[src/rtl/mdu_hilo_unit.sv]
// ----------------------------------------------------------------------------
// mdu_hilo_unit
//   Multiply sequencer and HI/LO register file for the MIPS execute stage.
//   Accepts MULT/MULTU, converts signed operands to magnitudes, runs them
//   through a single-cycle unsigned 32x32 multiplier, re-applies the sign and
//   commits the 64-bit result to {hi,lo}. Also serves MTHI/MTLO writes.
//
//   Ports:
//     clk, rst_n        clock, asynchronous active-low reset
//     start             launch a multiply (sampled only when idle)
//     is_signed         1 = MULT, 0 = MULTU (sampled with start)
//     op_a, op_b        32-bit operands (sampled with start)
//     cancel            abort an in-flight multiply (wins over start)
//     mthi, mtlo        write wdata to HI / LO when not busy
//     wdata             MTHI/MTLO data
//     busy              multiply in flight
//     done              one-cycle pulse after HI/LO took a product
//     hi, lo            HI / LO registers
// ----------------------------------------------------------------------------

// Combinational unsigned 32x32 -> 64 multiplier.
module multiplier32bit_single_stage (
   input  logic [31:0] a,
   input  logic [31:0] b,
   output logic [63:0] p
);
   assign p = {32'b0, a} * {32'b0, b};
endmodule

module mdu_hilo_unit (
   input  logic        clk,
   input  logic        rst_n,
   input  logic        start,
   input  logic        is_signed,
   input  logic [31:0] op_a,
   input  logic [31:0] op_b,
   input  logic        cancel,
   input  logic        mthi,
   input  logic        mtlo,
   input  logic [31:0] wdata,
   output logic        busy,
   output logic        done,
   output logic [31:0] hi,
   output logic [31:0] lo
);

   typedef enum logic [1:0] {
      S_IDLE,
      S_MUL,
      S_FIX
   } state_t;

   state_t      state, state_nxt;

   logic [31:0] mag_a, mag_b;
   logic        neg;
   logic [63:0] prod_r;
   logic [63:0] prod_w;
   logic [63:0] result;
   logic [31:0] abs_a, abs_b;
   logic        launch;
   logic        commit;

   // ---------------------------------------------------------------- state reg
   always_ff @(posedge clk or negedge rst_n) begin
      if (!rst_n) state <= S_IDLE;
      else        state <= state_nxt;
   end

   // ---------------------------------------------------------------- next state
   always_comb begin
      state_nxt = state;
      unique case (state)
         S_IDLE:  if (start && !cancel) state_nxt = S_MUL;
         S_MUL:   state_nxt = cancel ? S_IDLE : S_FIX;
         S_FIX:   state_nxt = S_IDLE;
         default: state_nxt = S_IDLE;
      endcase
   end

   // ---------------------------------------------------------------- outputs
   always_comb begin
      busy   = (state != S_IDLE);
      launch = (state == S_IDLE) && start && !cancel;
      commit = (state == S_FIX) && !cancel;
   end

   // Magnitudes: 0x80000000 negates to itself, which read as unsigned is 2^31.
   always_comb begin
      abs_a = (is_signed && op_a[31]) ? (~op_a + 32'd1) : op_a;
      abs_b = (is_signed && op_b[31]) ? (~op_b + 32'd1) : op_b;
   end

   multiplier32bit_single_stage u_mul (
      .a (mag_a),
      .b (mag_b),
      .p (prod_w)
   );

   // Max magnitude product is 2^62, so negation cannot overflow.
   assign result = neg ? (~prod_r + 64'd1) : prod_r;

   // ---------------------------------------------------------------- datapath
   always_ff @(posedge clk or negedge rst_n) begin
      if (!rst_n) begin
         mag_a  <= '0;
         mag_b  <= '0;
         neg    <= 1'b0;
         prod_r <= '0;
         done   <= 1'b0;
         hi     <= '0;
         lo     <= '0;
      end else begin
         if (launch) begin
            mag_a <= abs_a;
            mag_b <= abs_b;
            neg   <= is_signed & (op_a[31] ^ op_b[31]);
         end
         if (state == S_MUL) prod_r <= prod_w;
         done <= commit;
         // Commit only happens while busy, MT writes only while idle,
         // so the two never collide.
         if (commit) begin
            hi <= result[63:32];
            lo <= result[31:0];
         end else if (!busy) begin
            if (mthi) hi <= wdata;
            if (mtlo) lo <= wdata;
         end
      end
   end

endmodule
[config.mk]
export PLATFORM = sky130hd
export DESIGN_NAME = mdu_hilo_unit
export DESIGN_NICKNAME = d
export VERILOG_FILES = /design/src/rtl/mdu_hilo_unit.sv
export SDC_FILE = /design/constraint.sdc
export NUM_CORES = 2
export LEC_CHECK = 0
export ABC_CLOCK_PERIOD_IN_PS = 7500
export CAP_MARGIN = 25
export CORE_UTILIZATION = 50
export CTS_CLUSTER_DIAMETER = 30
export DETAILED_ROUTE_END_ITERATION = 8
export PLACE_DENSITY_LB_ADDON = 0.2
export SYNTH_ARGS = -nofsm -noshare
export SYNTH_HDL_FRONTEND = slang
export SYNTH_SLANG_ARGS = --single-unit
[constraint.sdc]
create_clock -name clk -period 7.5 [get_ports clk]
set_clock_uncertainty 0.15 [all_clocks]
set_input_delay 1.5 -clock clk [delete_from_list [all_inputs] [get_ports clk]]
set_output_delay 1.5 -clock clk [all_outputs]
set_load 0.01 [all_outputs]
### Yosys cells after proc, flatten, opt, wreduce, memory -nomap -nowiden

Cells that the tools add are included.

* register bits after elaboration: 196
* input bits: 103
* word-level logic and storage cells: 46

* add/subtract/negate cells: 3
* $mul: 1
* eq/ne operators: 4
* multiplexer cells: 12
* bitwise logic cells: 5
* reduce and logical (&&, ||, !) cells: 13

Operators by type and width (count)
* two-way mux 32 bit: 8
* adder 32 x 1 -> 32 bit, second input constant: 2
* adder 64 x 1 -> 64 bit, second input constant: 1
* multiplier 32 x 32 -> 64 bit: 1
* two-way mux 64 bit: 1
* NOT 32 bit: 2
* NOT 64 bit: 1
* logical AND 1 bit: 6
* nonzero test 2 bit: 3
* two-way mux 2 bit: 2
* case mux 2 bit (2 select lines): 1
* AND reduction 2 bit: 2
* == test 2 x 1 -> 1 bit, second input constant: 1
* == test 2 bit, second input constant: 1
* logical NOT 2 bit: 1
* inequality test 2 x 1 -> 1 bit, second input constant: 1
* inequality test 2 bit, second input constant: 1
* AND 1 bit: 1
* logical NOT 1 bit: 1
* bitwise XOR 1 bit: 1

### Logic depth before layout (Yosys ltp)

* depth after elaboration: 4
* depth in mapped cells: 27

### Modules after synthesis

Synthesis repeated with hierarchy kept, for this count alone.

* cell total of the unflattened synthesis: 4728
* area, all modules: 43814.5 µm²

By module, submodules not included
* multiplier32bit_single_stage: instances 1, cells each 3664, area an instance 33181.8 µm², seq. area each 0.0 µm²
* mdu_hilo_unit: instances 1, cells each 1064, area an instance 10632.7 µm², seq. area each 4904.7 µm²

### Worst setup path after synthesis

Ideal clock, no wire load.

* path type: register to register
* start point: register mag_b[2]
* end point: register prod_r[52]
* setup time: 0.083 ns
* data arrival time: 7.067 ns
* required time: 7.267 ns
* slack: 0.200 ns
* stages on the path, launching flop included: 25
* path buffers: 1
* cell sequence: dfrtp_1 -> clkbuf_1 -> and2_1 -> fa_1 -> inv_1 -> fa_1 -> fa_1 -> fa_1 -> inv_1 -> fa_1 -> inv_1 -> fa_1 -> inv_1 -> fa_1 -> fa_1 -> ha_1 -> nand2_1 -> nor4_1 -> a211oi_1 -> o211ai_1 -> a211oi_1 -> o21ai_0 -> a21boi_0 -> xor2_1 -> o21ai_0

* cells in the longest elaborated chain, start to end: 1

Ends and longest elaborated chain
* from (decl): line 55 `logic [31:0] mag_a, mag_b;`
* from (signal assigned): line 116 `mag_b <= abs_b;`
* multiplier 32 x 32 -> 64 bit: line 27 `assign p = {32'b0, a} * {32'b0, b};`
* to (signal assigned): line 119 `if (state == S_MUL) prod_r <= prod_w;`
* to (decl): line 57 `logic [63:0] prod_r;`

Every way passes these cells.
A chain may end at the register's enable or synchronous reset.

### Worst setup path in the final report

* start point: register mag_a[9]
* end point: register prod_r[50]

* cells in the longest elaborated chain, start to end: 1

Ends and longest elaborated chain
* from (decl): line 55
* from (signal assigned): line 115 `mag_a <= abs_a;`
* multiplier 32 x 32 -> 64 bit: line 27

Every way passes these cells.

==> results_dict.tcl <==
set metrics [dict create \
    diodes 0 \
    area_delta_synth_final_pct 15.78 \
    start_kind "flip-flop" \
    port_buffers 168 \
    cts_root_buffer "clkbuf_16" \
    path_max_fanout 10 \
    rrSetupSlack_ns 0.12 \
    worstPathArrival_ns 7.64 \
    grt_pass1_wl_um 190400 \
    status "completed" \
    synth_ff_type "dfrtp_1" \
    die_x_um 297.1 \
    critPathKind "reg -> reg" \
    tightest_slew_ns 0.9890 \
    report.final.hold_viol_count 0 \
    syn_inst 4807 \
    drcViolationCount 0 \
    cts.sinks 196 \
    fillers 7498 \
    maxSlewViolCount 0 \
    vias 33246 \
    cp-end-kind "flip-flop" \
    htreeDepth 4 \
    relSlewSlack_pct 34.06 \
    synth_cell_types 64 \
    path_clk_slew_ns 0.11 \
    period_needed_ns 7.379 \
    async_reset_ff_share_pct 100.0 \
    cpMostUsedCell "fa_1" \
    dp_hpwl_um 98270 \
    std_cell_rows 107 \
    ioPinCount 169 \
    yosysSeqAreaShare_pct 11.26 \
    nets 6298 \
    layout-drive-gt1-share_pct 10.74 \
    grt_max_degree 117 \
    numCtsBuffers 17 \
    place.gp.congestion 0.8968 \
    die_area_sq_um 88270 \
    cts_tree "yes" \
    antenna_found_initial 2 \
    syn_nets 6072 \
    first_global_vias 34572 \
    start_util_pct 50.82 \
    wl_per_cell_um 19.50 \
    hold_path_class "reg -> reg" \
    cpPeakStageDelay_ns 0.61 \
    drt_iter0_markers 1991 \
    cp_data_required_time_ns 7.76 \
    cap_violations 0 \
    rsz0062_at_grt "true" \
    yosysWarningCount 0 \
    die_h_um 297.1 \
    fin_setup_tns_ns 0 \
    drt-total-wl_um 120700 \
    grt_overflow_total 0 \
    viasPerCell 5.371 \
    syn_avg_cell_area_sq_um 9.058 \
    insertion_delay_ns 0.51 \
    ant_nets 0 \
    grt.total_usage_pct 27.38 \
    finalCritPeriodShare_pct 98.39 \
    slowest_stage "fa_1" \
    fp.coreArea_sq_um 85680 \
    cts_buffer_depth 2 \
    setup_violations 0 \
    ys_ff_latch 196 \
    synth_edf_count 0 \
    ctsHoldBuffers 0 \
    fmax_mhz 135.5 \
    first_pass_iters 7 \
    syn_area_sq_um 43540 \
]
## cells by family (layout without fill, tap and decap cells)
family | after synthesis | count (layout) | share of synthesized area [%]
buffers and inverters | 1155 | 1394 | 9.959
multiplexers | 57 | 57 | 1.313
AO/OA/AOI/OAI | 510 | 510 | 6.957
adder cells (fa/ha/maj) | 1162 | 1162 | 48.84
AND/OR/NAND/NOR | 1550 | 1550 | 18.11
flip-flops | 196 | 196 | 11.26
XOR/XNOR | 177 | 177 | 3.560
## synth_stat cells, types with 3 or more instances
| cell type | count | area (sq um) |
|---|---|---|
| mux2i_1 | 56 | 560.5 |
| o21bai_1 | 8 | 60.06 |
| xnor2_1 | 108 | 945.9 |
| o41ai_1 | 16 | 140.1 |
| dfrtp_1 | 196 | 4905 |
| or4_1 | 13 | 97.59 |
| inv_1 | 869 | 3262 |
| nor3b_1 | 5 | 37.54 |
| a211oi_1 | 17 | 127.6 |
| or3_1 | 12 | 75.07 |
| nand2b_1 | 12 | 75.07 |
| buf_1 | 9 | 33.78 |
| o22ai_1 | 3 | 18.77 |
| o21ai_1 | 3 | 15.01 |
| xor2_1 | 69 | 604.3 |
| o211ai_1 | 5 | 37.54 |
| ha_1 | 266 | 3328 |
| nor4_1 | 19 | 118.9 |
| o21ai_0 | 233 | 1166 |
| and2_1 | 636 | 3979 |
| a31oi_1 | 14 | 87.58 |
| and3_1 | 8 | 50.05 |
| a21oi_1 | 103 | 515.5 |
| a211o_1 | 3 | 26.28 |
| fa_1 | 896 | 17940 |
| nor2_1 | 73 | 274.0 |
| o21a_1 | 9 | 67.56 |
| o31ai_1 | 39 | 292.8 |
| nand3b_1 | 5 | 37.54 |
| a21boi_0 | 5 | 37.54 |
| nand4_1 | 26 | 162.7 |
| nand3_1 | 20 | 100.1 |
| clkbuf_1 | 276 | 1036 |
| nor2b_1 | 15 | 93.84 |
| nor3_1 | 21 | 105.1 |
| or2_2 | 3 | 18.77 |
| a21o_1 | 32 | 240.2 |
| nand2_1 | 671 | 2519 |
## metrics by stage
stage,instance area [sq um],setup WS [ns],std cells,hold slack [ns],utilization (%)
after global placement,48280,-0.1373,6110,0.3564,56.35
after CTS,49020,0.00001865,6142,0.3832,57.21
after floorplan,43540,0.2003,4807,0.3322,-
after detailed placement,48280,-0.2493,6110,0.3655,56.35
final,50410,0.1205,6190,0.3824,58.84
after global routing,50410,-0.1118,6190,0.4233,58.84
## worst paths after layout
| check | start | end | cells past startpoint |
|---|---|---|---|
| min in group asynchronous | rst_n | state[0] | 1 |
| max reg2reg | mag_a[9] | prod_r[50] | 25 |
| max | mag_a[9] | prod_r[50] | 25 |
| min reg2reg | prod_r[27] | prod_r[27] | 2 |
| min | prod_r[27] | prod_r[27] | 2 |
| max in group asynchronous | rst_n | mag_a[13] | 2 |
## registers in the layout (all words and copies together) (netlist names)
| name | count |
|---|---|
| lo | 32 |
| neg | 1 |
| hi | 32 |
| mag_b | 32 |
| state | 2 |
| done | 1 |
| prod_r | 64 |
| mag_a | 32 |
## placed cells by master, fill, tap and decap left out, types with 19 or more instances in the layout
| cell | instances |
|---|---|
| dfrtp_2 | 23 |
| mux2i_1 | 56 |
| a21oi_1 | 75 |
| a21oi_2 | 24 |
| ha_1 | 243 |
| dfrtp_1 | 173 |
| inv_1 | 863 |
| nand2_1 | 662 |
| o21ai_0 | 214 |
| ha_4 | 22 |
| nor2_1 | 71 |
| xor2_1 | 68 |
| nand3_1 | 19 |
| a21o_1 | 32 |
| nand4_1 | 26 |
| and2_1 | 629 |
| xnor2_1 | 106 |
| buf_4 | 243 |
| fa_2 | 28 |
| clkbuf_16 | 22 |
| fa_1 | 868 |
| clkdlybuf4s50_1 | 167 |
| o31ai_1 | 34 |
| buf_12 | 57 |
## critical path: cells and delay by family, from the launching register on
family,cells,cell delay (ns)
and+or+nand+nor,2,0.23
AOI/OAI and AO/OA,7,1.12
adders and majority gates,9,4.52
buffers and inverters,7,0.82
DFF,1,0.42
## area by class of cell
cell class	instances	area (sq um)	share of cell area (%)
timing repair buffer	493	4996	9.910
tap	1144	1431	2.839
multi-input combinational	3456	35150	69.72
inverter	869	3262	6.470
clock inverter	15	219.0	0.4343
clock buffer	17	425.4	0.8438
sequential	196	4933	9.786
## per-layer routing
metal | vias up | routed length [um] | part of all wire, % | global-route usage, %
li1 | 15022 | - | - | -
met1 | 17171 | 50550 | 42 | 36.37
met2 | 844 | 60760 | 50 | 47.85
met3 | 209 | 5030 | 4.2 | 1.979
met4 | 0 | 4371 | 3.6 | 8.444
met5 | - | 0 | 0 | 0
## what timing repair did
action	CTS	global route
resized for setup	35	200
setup endpoints to repair	25	34
cloned	0	5
buffers inserted	0	43
pin swaps	6	105
Power is not shown: default switching activity piles up to over one toggle a cycle in this logic, so the estimate is an artifact.
